### src/rtl/gtp_rx_deframer.sv
// GTP receive deframer: qualifies link lock on IDLE fill, extracts SOF/EOF frames
// into the RX FIFO and checks the XOR checksum. Define RX_ERRCNT_EN to add err_cnt.
module gtp_rx_deframer #(
    parameter int LOCK_IDLES = 16,
    parameter int MAX_WORDS  = 256
`ifdef RX_ERRCNT_EN
    ,
    parameter int ERRCNT_W   = 16
`endif
) (
    input  logic        gtp_clk,
    input  logic        reset,
    input  logic        rxinit_done,
    input  logic [15:0] rxdata,
    input  logic [1:0]  rxcharisk,
    input  logic        fifo_full,
    output logic [15:0] fifo_din,
    output logic        fifo_we,
    output logic        link_up,
    output logic        frame_done,
    output logic        frame_ok,
    output logic        overflow
`ifdef RX_ERRCNT_EN
    ,
    output logic [ERRCNT_W-1:0] err_cnt
`endif
);

    localparam int IDLE_W = $clog2(LOCK_IDLES + 1);
    localparam int WCNT_W = $clog2(MAX_WORDS + 1);

    typedef enum logic [1:0] {
        ST_WAIT_INIT,
        ST_SYNC,
        ST_LINKED,
        ST_FRAME
    } state_t;

    typedef enum logic [2:0] {
        W_PAYLOAD,
        W_IDLE,
        W_SOF,
        W_EOF,
        W_ILLEGAL
    } word_t;

    state_t              state, state_nxt;
    word_t               wclass;
    logic [IDLE_W-1:0]   idle_cnt, idle_cnt_nxt;
    logic [WCNT_W-1:0]   word_cnt, word_cnt_nxt;
    logic [7:0]          checksum, checksum_nxt;
    logic                bad, bad_nxt;
    logic [15:0]         din_nxt;
    logic                we_nxt, link_nxt, done_nxt, ok_nxt, ovf_nxt;
    logic                drop;

    always_comb begin
        wclass = W_ILLEGAL;
        if (rxcharisk == 2'b00)
            wclass = W_PAYLOAD;
        else if (rxcharisk == 2'b01) begin
            if (rxdata == 16'h50BC)
                wclass = W_IDLE;
            else if (rxdata == 16'h00FB)
                wclass = W_SOF;
            else if (rxdata[7:0] == 8'hFD)
                wclass = W_EOF;
        end
    end

    // All outputs are registered, so this block computes every register's next value.
    always_comb begin
        state_nxt    = state;
        idle_cnt_nxt = '0;
        word_cnt_nxt = word_cnt;
        checksum_nxt = checksum;
        bad_nxt      = bad;
        din_nxt      = fifo_din;
        we_nxt       = 1'b0;
        link_nxt     = link_up;
        done_nxt     = 1'b0;
        ok_nxt       = 1'b0;
        ovf_nxt      = overflow;
        drop         = 1'b0;

        if (!rxinit_done) begin
            state_nxt = ST_WAIT_INIT;
            link_nxt  = 1'b0;
        end else begin
            case (state)
                ST_WAIT_INIT: state_nxt = ST_SYNC;
                ST_SYNC: begin
                    if (wclass == W_IDLE) begin
                        if (idle_cnt == IDLE_W'(LOCK_IDLES - 1)) begin
                            state_nxt = ST_LINKED;
                            link_nxt  = 1'b1;
                        end else begin
                            idle_cnt_nxt = idle_cnt + 1'b1;
                        end
                    end
                end
                ST_LINKED: begin
                    if (wclass == W_SOF) begin
                        state_nxt    = ST_FRAME;
                        word_cnt_nxt = '0;
                        checksum_nxt = '0;
                        bad_nxt      = 1'b0;
                    end else if (wclass == W_ILLEGAL) begin
                        state_nxt = ST_SYNC;
                        link_nxt  = 1'b0;
                        drop      = 1'b1;
                    end
                end
                ST_FRAME: begin
                    case (wclass)
                        W_PAYLOAD: begin
                            if (word_cnt == WCNT_W'(MAX_WORDS)) begin
                                done_nxt  = 1'b1;
                                state_nxt = ST_SYNC;
                                drop      = 1'b1;
                            end else begin
                                din_nxt      = rxdata;
                                we_nxt       = ~fifo_full;
                                ovf_nxt      = overflow | fifo_full;
                                bad_nxt      = bad | fifo_full;
                                checksum_nxt = checksum ^ rxdata[15:8] ^ rxdata[7:0];
                                word_cnt_nxt = word_cnt + 1'b1;
                            end
                        end
                        W_EOF: begin
                            done_nxt  = 1'b1;
                            ok_nxt    = (rxdata[15:8] == checksum) && !bad && (word_cnt != '0);
                            state_nxt = ST_LINKED;
                        end
                        // A new SOF aborts the open frame and starts the next one in place.
                        W_SOF: begin
                            done_nxt     = 1'b1;
                            word_cnt_nxt = '0;
                            checksum_nxt = '0;
                            bad_nxt      = 1'b0;
                        end
                        W_ILLEGAL: begin
                            done_nxt  = 1'b1;
                            state_nxt = ST_SYNC;
                            link_nxt  = 1'b0;
                            drop      = 1'b1;
                        end
                        default: ;
                    endcase
                end
                default: state_nxt = ST_WAIT_INIT;
            endcase
        end
    end

    always_ff @(posedge gtp_clk) begin
        if (!reset) begin
            state      <= ST_WAIT_INIT;
            idle_cnt   <= '0;
            word_cnt   <= '0;
            checksum   <= '0;
            bad        <= 1'b0;
            fifo_din   <= '0;
            fifo_we    <= 1'b0;
            link_up    <= 1'b0;
            frame_done <= 1'b0;
            frame_ok   <= 1'b0;
            overflow   <= 1'b0;
        end else begin
            state      <= state_nxt;
            idle_cnt   <= idle_cnt_nxt;
            word_cnt   <= word_cnt_nxt;
            checksum   <= checksum_nxt;
            bad        <= bad_nxt;
            fifo_din   <= din_nxt;
            fifo_we    <= we_nxt;
            link_up    <= link_nxt;
            frame_done <= done_nxt;
            frame_ok   <= ok_nxt;
            overflow   <= ovf_nxt;
        end
    end

`ifdef RX_ERRCNT_EN
    // A bad frame_done and a drop to SYNC on the same word count as one error.
    logic err_evt;
    assign err_evt = (done_nxt && !ok_nxt) || drop;

    always_ff @(posedge gtp_clk) begin
        if (!reset)
            err_cnt <= '0;
        else if (err_evt && !(&err_cnt))
            err_cnt <= err_cnt + 1'b1;
    end
`endif

endmodule

### config.mk
export PLATFORM = sky130hd
export DESIGN_NAME = gtp_rx_deframer
export DESIGN_NICKNAME = d
export VERILOG_FILES = /design/src/rtl/gtp_rx_deframer.sv
export SDC_FILE = /design/constraint.sdc
export NUM_CORES = 1
export LEC_CHECK = 0
export ABC_CLOCK_PERIOD_IN_PS = 2550
export BUFFER_PORTS_ARGS = -buffer_cell sky130_fd_sc_hd__buf_2
export CAP_MARGIN = 20
export CELL_PAD_IN_SITES_DETAIL_PLACEMENT = 1
export CELL_PAD_IN_SITES_GLOBAL_PLACEMENT = 1
export CORE_MARGIN = 5
export CORE_UTILIZATION = 29
export DETAILED_ROUTE_END_ITERATION = 8
export GPL_ROUTABILITY_DRIVEN = 0
export GPL_TIMING_DRIVEN = 0
export PLACE_DENSITY_LB_ADDON = 0.15
export SYNTH_ARGS = -nofsm -noshare
export SYNTH_HDL_FRONTEND = slang
export SYNTH_SLANG_ARGS = --single-unit
### constraint.sdc
create_clock -name gtp_clk -period 2.55 [get_ports gtp_clk]
set_clock_uncertainty 0.15 [all_clocks]
set_input_delay 0.51 -clock gtp_clk [delete_from_list [all_inputs] [get_ports gtp_clk]]
set_output_delay 0.51 -clock gtp_clk [all_outputs]
set_load 0.03 [all_outputs]
After elaboration in Yosys (flattened, before gate mapping)

Cells that the tools add are included.

Flip-flop bits (word level): 46
Latch bits: 0
Bits in writable memories: 0
Memory bits (read-only): 0
Bits of input ports: 22
Output and inout bits: 21
Logic and storage cells: 98
Memories: 0

Add/sub/neg operators: 2
Multiply operators: 0
Div/mod/pow operators: 0
Order comparisons: 0
Equal/unequal tests: 23
Shifts and indexed selects: 0
Multiplexer cells: 31
Bitwise logic cells: 12
Reductions and logical operators: 19

Operator list:

| kind                                                              | count |
|---|---|
| 9-bit one-hot mux with 2 select lines                             | 2 |
| 8-bit one-hot mux with 2 select lines                             | 2 |
| 9-bit 2-to-1 mux                                                  | 2 |
| 16-bit by 15-bit == test with 1-bit output, second input constant | 1 |
| 16-bit by 8-bit == test with 1-bit output, second input constant  | 1 |
| 8-bit 2-to-1 mux                                                  | 2 |
| 8-bit XOR                                                         | 2 |
| 3-bit 2-to-1 mux                                                  | 5 |
| 3-bit != test, second input constant                              | 4 |
| 4-bit AND reduction                                               | 3 |
| 2-bit 2-to-1 mux                                                  | 5 |
| 5-bit AND reduction                                               | 2 |
| 5-bit OR reduction                                                | 2 |
| 9-bit by 1-bit adder with 9-bit output, second input constant     | 1 |
| 9-bit == test, second input constant                              | 1 |
| 9-bit nonzero test                                                | 1 |
| 8-bit == test                                                     | 1 |
| 8-bit == test, second input constant                              | 1 |
| 2-bit != test, second input constant                              | 4 |
| 1-bit NOT                                                         | 8 |
| 2-bit one-hot mux with 4 select lines                             | 1 |
| 1-bit 2-to-1 mux                                                  | 7 |
| 3-bit by 2-bit == test with 1-bit output, second input constant   | 2 |
| 1-bit one-hot mux with 2 select lines                             | 3 |
| other kinds (19)                                                  | 24 |

Depth between registers and ports, before layout

Gate-level depths: netlist of the first run.

Depth after elaboration: 10
Gate-level depth with buffers: 8
Mapped depth without buffers: 7

Worst setup path before layout of the first run

No wires, ideal clock.

Path kind: register to register
Start point: register word_cnt[0]
End point: register word_cnt[8]
Library setup time: 0.115 ns
Arrival time: 1.747 ns
Required time: 2.285 ns
Path slack: 0.538 ns
Cell stages (with the launch flop): 9
Path buffers: 1
Clock period less this slack: 2.012 ns
Path through: dfxtp_1 inv_1 ha_1 nor4b_2 a2111oi_4 buf_6 nand4_1 xnor2_1 nor2_1

Word-level cells in the longest chain between the ends: 4
Elaborated cells between the ends (all ways): 7

Ends and longest elaborated chain:

| item                                   | RTL line | source |
|---|---|---|
| from (decl)                            | 50       | `logic [WCNT_W-1:0] word_cnt, word_cnt_nxt;` |
| from (signal assigned)                 | 172      | `word_cnt <= word_cnt_nxt;` |
| 9-bit by 1-bit adder with 9-bit output | 127      | `word_cnt_nxt = word_cnt + 1'b1;` |
| 9-bit 2-to-1 mux                       | 117      | `if (word_cnt == WCNT_W'(MAX_WORDS)) begin` |
| 9-bit one-hot mux with 2 select lines  | 115      | `case (wclass)` |
| 9-bit one-hot mux with 2 select lines  | 90       | `case (state)` |

Several ways; a longest one is shown, not always the timed one. The select of a mux whose other input is x is not followed.
A chain may end at the register's enable or synchronous reset.

Worst setup path in the final report of the first run

Same ends and word-level chain as after synthesis.

==> results of run 1 <==
## layout make-up
type	count	area share [%]
flip-flops and latches	46	34.8
clock buffers	7	3.26
inverters	7	0.993
well taps	102	4.82
repair buffers	39	7.38
multi-input cells	189	45.8
plain buffers	11	2.79
clock inverters	1	0.189
## synthesized netlist by cell type, types with 2 or more instances
| cell type | count | area (um^2) |
|---|---|---|
| buf_4 | 2 | 15.0 |
| nor3_1 | 4 | 20.0 |
| inv_1 | 7 | 26.3 |
| buf_2 | 2 | 10.0 |
| o21ai_0 | 4 | 20.0 |
| a21oi_1 | 8 | 40.0 |
| o2111ai_1 | 2 | 17.5 |
| nand2_1 | 46 | 173 |
| nor4b_2 | 3 | 45.0 |
| buf_6 | 3 | 33.8 |
| clkbuf_1 | 4 | 15.0 |
| xnor2_1 | 7 | 61.3 |
| nor4_1 | 2 | 12.5 |
| a211oi_1 | 3 | 22.5 |
| a21boi_0 | 15 | 113 |
| nand4_1 | 11 | 68.8 |
| xor2_1 | 27 | 236 |
| nor2_1 | 27 | 101 |
| and3_1 | 4 | 25.0 |
| dfxtp_1 | 46 | 921 |
| nor2b_1 | 3 | 18.8 |
| and4_1 | 2 | 17.5 |
| nand3_1 | 4 | 20.0 |
| and2_1 | 2 | 12.5 |
| ha_1 | 4 | 50.1 |
## per-layer routing
metal / vias up / global-route usage (%) / part of all wire [%]
met1: 878 / 16.6 / 50
met2: 34 / 20.2 / 45
met5: - / 0 / 0
li1: 946 / - / -
met4: 0 / 3.51 / 1.1
met3: 7 / 2.64 / 3.6
## power by group
group	switching, W	leakage, nW	internal (W)
Clock	0.000257	0.0482	0.000219
Sequential	0.000000129	0.371	0.000718
Combinational	0.0000553	0.588	0.0000341
## sequential cells by signal (all words and copies together), names as in the netlist, 2 cells and up
signal / count
checksum: 8
fifo_din: 16
idle_cnt: 5
state: 2
word_cnt: 9
## cells by family (layout without fill, tap and decap cells)
kind of cell | count (synthesis) | in the layout
simple gates | 114 | 114
fa+ha+maj | 4 | 4
compound gates | 37 | 37
buf+inv | 18 | 65
flops | 46 | 46
xor+xnor | 34 | 34
## per-stage QoR
stage | power [W] | instances | util (%)
final | 0.00128 | 402 | 34.8
after global routing | 0.00134 | 402 | 34.8
after CTS | 0.00130 | 402 | 34.8
after detailed placement | 0.000827 | 394 | 33.6
after global placement | 0.000827 | 394 | 33.6
after floorplan | 0.000781 | 253 | -
## worst max-delay path by stage
stage	to	cells after the start
4_1_cts	word_cnt[8]	8
3_3_place_gp	word_cnt[8]	6
3_5_place_dp	word_cnt[4]	6
2_1_floorplan	word_cnt[8]	8
5_1_grt	word_cnt[8]	8
6_report	word_cnt[8]	8
## worst max-delay path, delay by kind of cell (launching register included)
family                   cells  cell delay (ps)
flip-flops                   1              440
AND/OR/NAND/NOR              3              360
adder cells (fa/ha/maj)      1              190
buffers and inverters        2              300
XOR/XNOR                     1              150
AO/OA/AOI/OAI                1              590
==> metrics, run 1 <==
Yosys reg bits=46; CTS buffer count=5; clk slew on worst S/H paths=approximately 90 ps; grt ovf=0; mux cell area share after synthesis=0%; R2R Setup Slk=between 200 and 300 ps; reg-to-reg startpoint=word_cnt[0]; CP Launch Type=flip-flop; initial core utilization=29.3%; most frequent cells in the layout=46 x nand2_1, 46 x dfxtp_1, 41 x buf_2; Synth Area in Simple Gates=25.9%; setup slack after layout=roughly 270 ps; worst path required time=2590 ps; CTS tree=done; max cap viols=0; Wirelength per Cell=14.3 um; Synth Area in Adders=2.24%; synth warn=0; Nets=~330; vias per cell=4.64; Hold Fails Final Rpt=0; setup_tns=0 ps; hold_sp=fifo_full; CP Class=flip-flop to flip-flop; WHS Endpoint=fifo_we; area of the core=0.00761 mm^2; clk_lat worst skew=300 ps; crit end category=flip-flop; Post-synth EDFFs=0; gr usage total=12.4%; postcts setup bufs=0; Cell Rows=32; Multi-input gate area=0.00121 mm^2; crit path cell chain=inv_1 > ha_1 > nor4b_2 > a2111oi_4 > buf_6 > nand4_1 > xnor2_1 > nor2_1; Critical Path Fanout Max=10; Slew Viols, Final=0; Die ar.=between 0.009 and 0.01 mm^2; number of gates resized after cts=0; post-route cell area=0.00265 mm^2; DR DRC count=0; diode count=0; initial antenna violation count=0; clk sink count=46; die width=97.7 um; hold depth=2; Main synth FF type=dfxtp_1; # H-tree levels=2; outcome=completed; Setup-failing EPs final=0; Peak VDD IR=0.173 mV; Cells after Synth=253; Detail Route Antenna Nets=0; register area share after synthesis=approximately two fifths; Worst EP arrival=2330 ps; leakage power=1.01 nW; Post-DP Area=between 0.002 and 0.003 mm^2; Slowest cell on crit path=a2111oi_4; largest net degree at the start of global routing=14; hold crit path type=input port to flip-flop; pre-CTS setup slack=123 ps; Final Critical Period=2280 ps; filler instances=between 900 and 1000; PortBufs=39; crit path from=word_cnt[0]; Die Ht=97.7 um; Post-Synth XOR/XNOR Area=13.3%; Slew @ Worst Pin=612 ps; final wirelength=5.74 mm; root buffer cell=clkbuf_8; synthesized area per cell=8.82 um^2; Slew Limit Headroom=between 50% and 60%; reg-to-reg critical path endpoint=word_cnt[8]; first-pass GRT wire length=9.74 mm; FFs w/ async S/R, synth=0%; area added between synthesis and finish=18.6%; Max Root-Sink Buffers=2; DP Wirelength=4.49 mm; Cell Area, Synth=0.00223 mm^2; PD cells=485 mW/mm^2; total number of vias=1865; slowest stage delay, CP=590 ps; unrepaired setup endpoints after global routing=false; Synth Area in Compound Gates=12.8%; combinational family with the most area after synthesis=simple AND/OR/NAND/NOR gates; final worst-path cycle share=89.4%; I/O pin total=43; count of cell types in the netlist=36; Storage cell area=921 um^2; syn nets=279; Min Hold Slack=289 ps; number of global-route vias before repair=roughly 2000; R2R cell count=8; Achievable Freq=438 MHz; hold buffers post-CTS=0; 1st-pass router iterations=4; Initial DRC Count=44; layout cells sized above 1=20.3%
Note: power is estimated with default switching activity, not from simulation.
==> inputs of run 2 (changes only) <==
--- a/config.mk
+++ b/config.mk
@@ -7,2 +7,3 @@
 export LEC_CHECK = 0
+export ABC_AREA = 1
 export ABC_CLOCK_PERIOD_IN_PS = 2550
==> constraint.sdc (replaced) <==
create_clock -name gtp_clk -period 2.55 [get_ports gtp_clk]
set_clock_uncertainty 0.15 [all_clocks]
set_input_delay 0.1275 -clock gtp_clk [delete_from_list [all_inputs] [get_ports gtp_clk]]
set_output_delay 0.1275 -clock gtp_clk [all_outputs]
set_load 0.03 [all_outputs]
==> metrics, run 2 <==
crit end category=flip-flop; synthesized area per cell=7.01 um^2 (-21%); final worst-path cycle share=80.6% (-8.8 points); 1st-pass router iterations=4 (unchanged); Hold Fails Final Rpt=1 (+1); synth top area cells=dfxtp_1 39%, nand2_1 12%, nor2_1 7.7%, inv_1 5.7%, xnor2_1 5.1%; setup_tns=0 ps (unchanged); register area share after synthesis=38.5% (-2.7 points); Slowest cell on crit path=dfxtp_1; Slew Viols, Final=0 (unchanged); Slew @ Worst Pin=594 ps (-18.0 ps); Critical Path Fanout Max=10 (unchanged); reg-to-reg startpoint=word_cnt[0]; final wirelength=6.99 mm (+22%); WHS Endpoint=fifo_din[12]; Achievable Freq=487 MHz (+11%); unrepaired setup endpoints after global routing=false; Nets=430 (+32%); gr usage total=14.5% (+2.1 points); hold crit path type=input port to flip-flop; slowest stage delay, CP=400 ps (-190 ps); max reg flops=16 (unchanged); Cell Area, Synth=0.00239 mm^2 (+7.1%); CTS buffer count=5 (unchanged); Min Hold Slack=-2.67 ps (-292 ps); DP Wirelength=5.41 mm (+20%); hold_sp=rxdata[12]; sw power=0.000349 W (+12%); synth warn=0 (unchanged); Setup-failing EPs final=0 (unchanged); Internal Power=0.000996 W (+2.5%); clk_lat worst skew=300 ps (about the same); hold depth=3 (+1); R2R Setup Slk=490 ps (+230 ps); outcome=complete, but fails checks; Final Instance Count excl. Fillers=510 (+27%); Cell Rows=33 (+3.1%); Die Ht=101 um (+3.1%); setup slack after layout=495 ps (+225 ps); Worst EP arrival=2140 ps (-190 ps); pre-CTS setup slack=484 ps (+361 ps); Final Critical Period=2060 ps (-225 ps); Wirelength per Cell=13.7 um (-4.1%); Die ar.=0.0102 mm^2 (+6.4%); post-route cell area=0.00296 mm^2 (+12%); CP Launch Type=flip-flop; CP dominant cell by count=nand2_1; area share of the largest cell type after synthesis=38.5% (-2.7 points); largest reg by FF count=fifo_din; failing checks=hold timing; Post-synth EDFFs=0 (unchanged); layout cells sized above 1=20.5% (+0.16 points); Slew Limit Headroom=60.4% (+1.2 points); Cells after Synth=341 (+35%); R2R cell count=12 (+4); root buffer cell=clkbuf_8; PortBufs=42 (+7.7%); area of the core=0.00813 mm^2 (+6.9%); FFs w/ async S/R, synth=0% (unchanged); Net Sw Frac=26.0% (+1.6 points); total number of vias=2294 (+23%); Post-DP Area=0.00273 mm^2 (+7.0%); clk sink count=46 (unchanged); clk slew on worst S/H paths=90 ps (about the same); PD cells=454 mW/mm^2 (-6.5%); count of cell types in the netlist=31 (-14%); grt ovf=0 (unchanged); CP Class=flip-flop to flip-flop; count leader, synth=nand2_1; Yosys reg bits=46 (unchanged); # H-tree levels=2 (unchanged); reg-to-reg critical path endpoint=fifo_din[10]; postcts setup bufs=0 (unchanged); most frequent cells in the layout=78 x nand2_1, 49 x nor2_1, 46 x dfxtp_1; crit path cell chain=inv_1 > ha_1 > nand4_1 > nor2_1 > nand2_1 > nand2_1 > nor2_2 > nand2_1 > inv_2 > buf_2 > nand2_1 > a21oi_1; Max Root-Sink Buffers=2 (unchanged); DR DRC count=0 (unchanged); Synth area leader=dfxtp_1; vias per cell=4.50 (-3.0%); largest net degree at the start of global routing=14 (unchanged); number of global-route vias before repair=2255 (+15%); first-pass GRT wire length=11.4 mm (+17%); commonest non-fill, non-tap cell in the layout=nand2_1; Peak VDD IR=0.197 mV (+14%); Detail Route Antenna Nets=0 (unchanged); Initial DRC Count=78 (+77%); Reg power frac=53.8% (-2.2 points); initial core utilization=29.4% (+0.053 points); CTS tree=done; Clk pwr share=35.9% (-1.2 points); Comb power frac=10.3% (+3.3 points); die width=101 um (+3.1%); max cap viols=0 (unchanged); initial antenna violation count=0 (unchanged); I/O pin total=43 (unchanged); Main synth FF type=dfxtp_1; leakage power=1.34 nW (+33%); Commonest cells post-synth=78 x nand2_1, 49 x nor2_1, 46 x dfxtp_1; syn nets=367 (+32%); area added between synthesis and finish=24.0%; post-placement cell count=488 (+24%); diode count=0 (unchanged); worst path required time=2640 ps (+50 ps); biggest regs=fifo_din (16), word_cnt (9), checksum (8)
## run 2: changes by cell type in the layout (fill, tap and decap cells not counted), sizes merged, moves of 14 or more
| cell | delta |
|---|---|
| nand2 | +40 |
| inv | +38 |
| nor2 | +28 |
| xor2 | -20 |
| nand3 | +19 |
| a21boi | -16 |
| dlygate4sd3 | +14 |
## run 2: repair_timing
action                    in CTS  in global routing
gates resized for setup        0                  0
hold endpoints to repair      17                  0
hold buffers                  14                  0
## run 2: critical path, delay by kind of cell (launching register included)
kind,cells,cell delay (ps)
AOI/OAI and AO/OA,1,130
adders and majority gates,1,200
buffers and inverters,3,390
DFF,1,400
and+or+nand+nor,7,720
## run 2: layout make-up
class | instances | area (um^2)
repair buffers | 56 | 350
flip-flops and latches | 46 | 921
inverters | 47 | 176
plain buffers | 7 | 55.1
clock buffers | 7 | 86.3
multi-input cells | 241 | 1240
fillers | 1069 | 5170
clock inverters | 1 | 5.00
well taps | 105 | 131
## run 2: cell families (layout without fill, tap and decap cells)
logic type	after synthesis	count (layout)	synth area share, %
flops	46	46	38.5
simple gates	176	176	32.5
buf+inv	54	118	9.68
xor+xnor	21	21	7.69
fa+ha+maj	4	4	2.09
compound gates	40	40	9.52
## run 2: power groups by stage
stage | Combinational (W) | Sequential, W | Clock (W)
finish | 0.000139 | 0.000724 | 0.000483
global route | 0.000154 | 0.000725 | 0.000540
CTS | 0.000141 | 0.000724 | 0.000504
detailed placement | 0.000124 | 0.000741 | 0
global placement | 0.000123 | 0.000740 | 0
floorplan | 0.0000683 | 0.000741 | 0
## run 2: worst max-delay path by stage
stage                           start            to  slack, ps  cells after the start
after floorplan           word_cnt[0]   word_cnt[2]        850                     12
after global placement    word_cnt[0]   fifo_din[9]        490                     12
after detailed placement  word_cnt[0]  fifo_din[10]        480                     12
after CTS                 word_cnt[0]  fifo_din[10]        460                     12
after global routing      word_cnt[0]   fifo_din[5]        320                     12
final                     word_cnt[0]  fifo_din[10]        490                     12
## run 2: metal layers
metal	vias up	global-route usage, %	part of all wire (%)
met3	9	2.35	2.0
met2	23	23.0	47
met1	1069	19.9	49
met4	0	4.77	1.4
li1	1193	-	-
met5	-	0	0
## run 2: through the flow
step                util [%]  power [W]
floorplan                  -   0.000809
global placement        33.6   0.000863
detailed placement      33.6   0.000864
CTS                     36.4    0.00137
global route            36.4    0.00142
finish                  36.4    0.00135
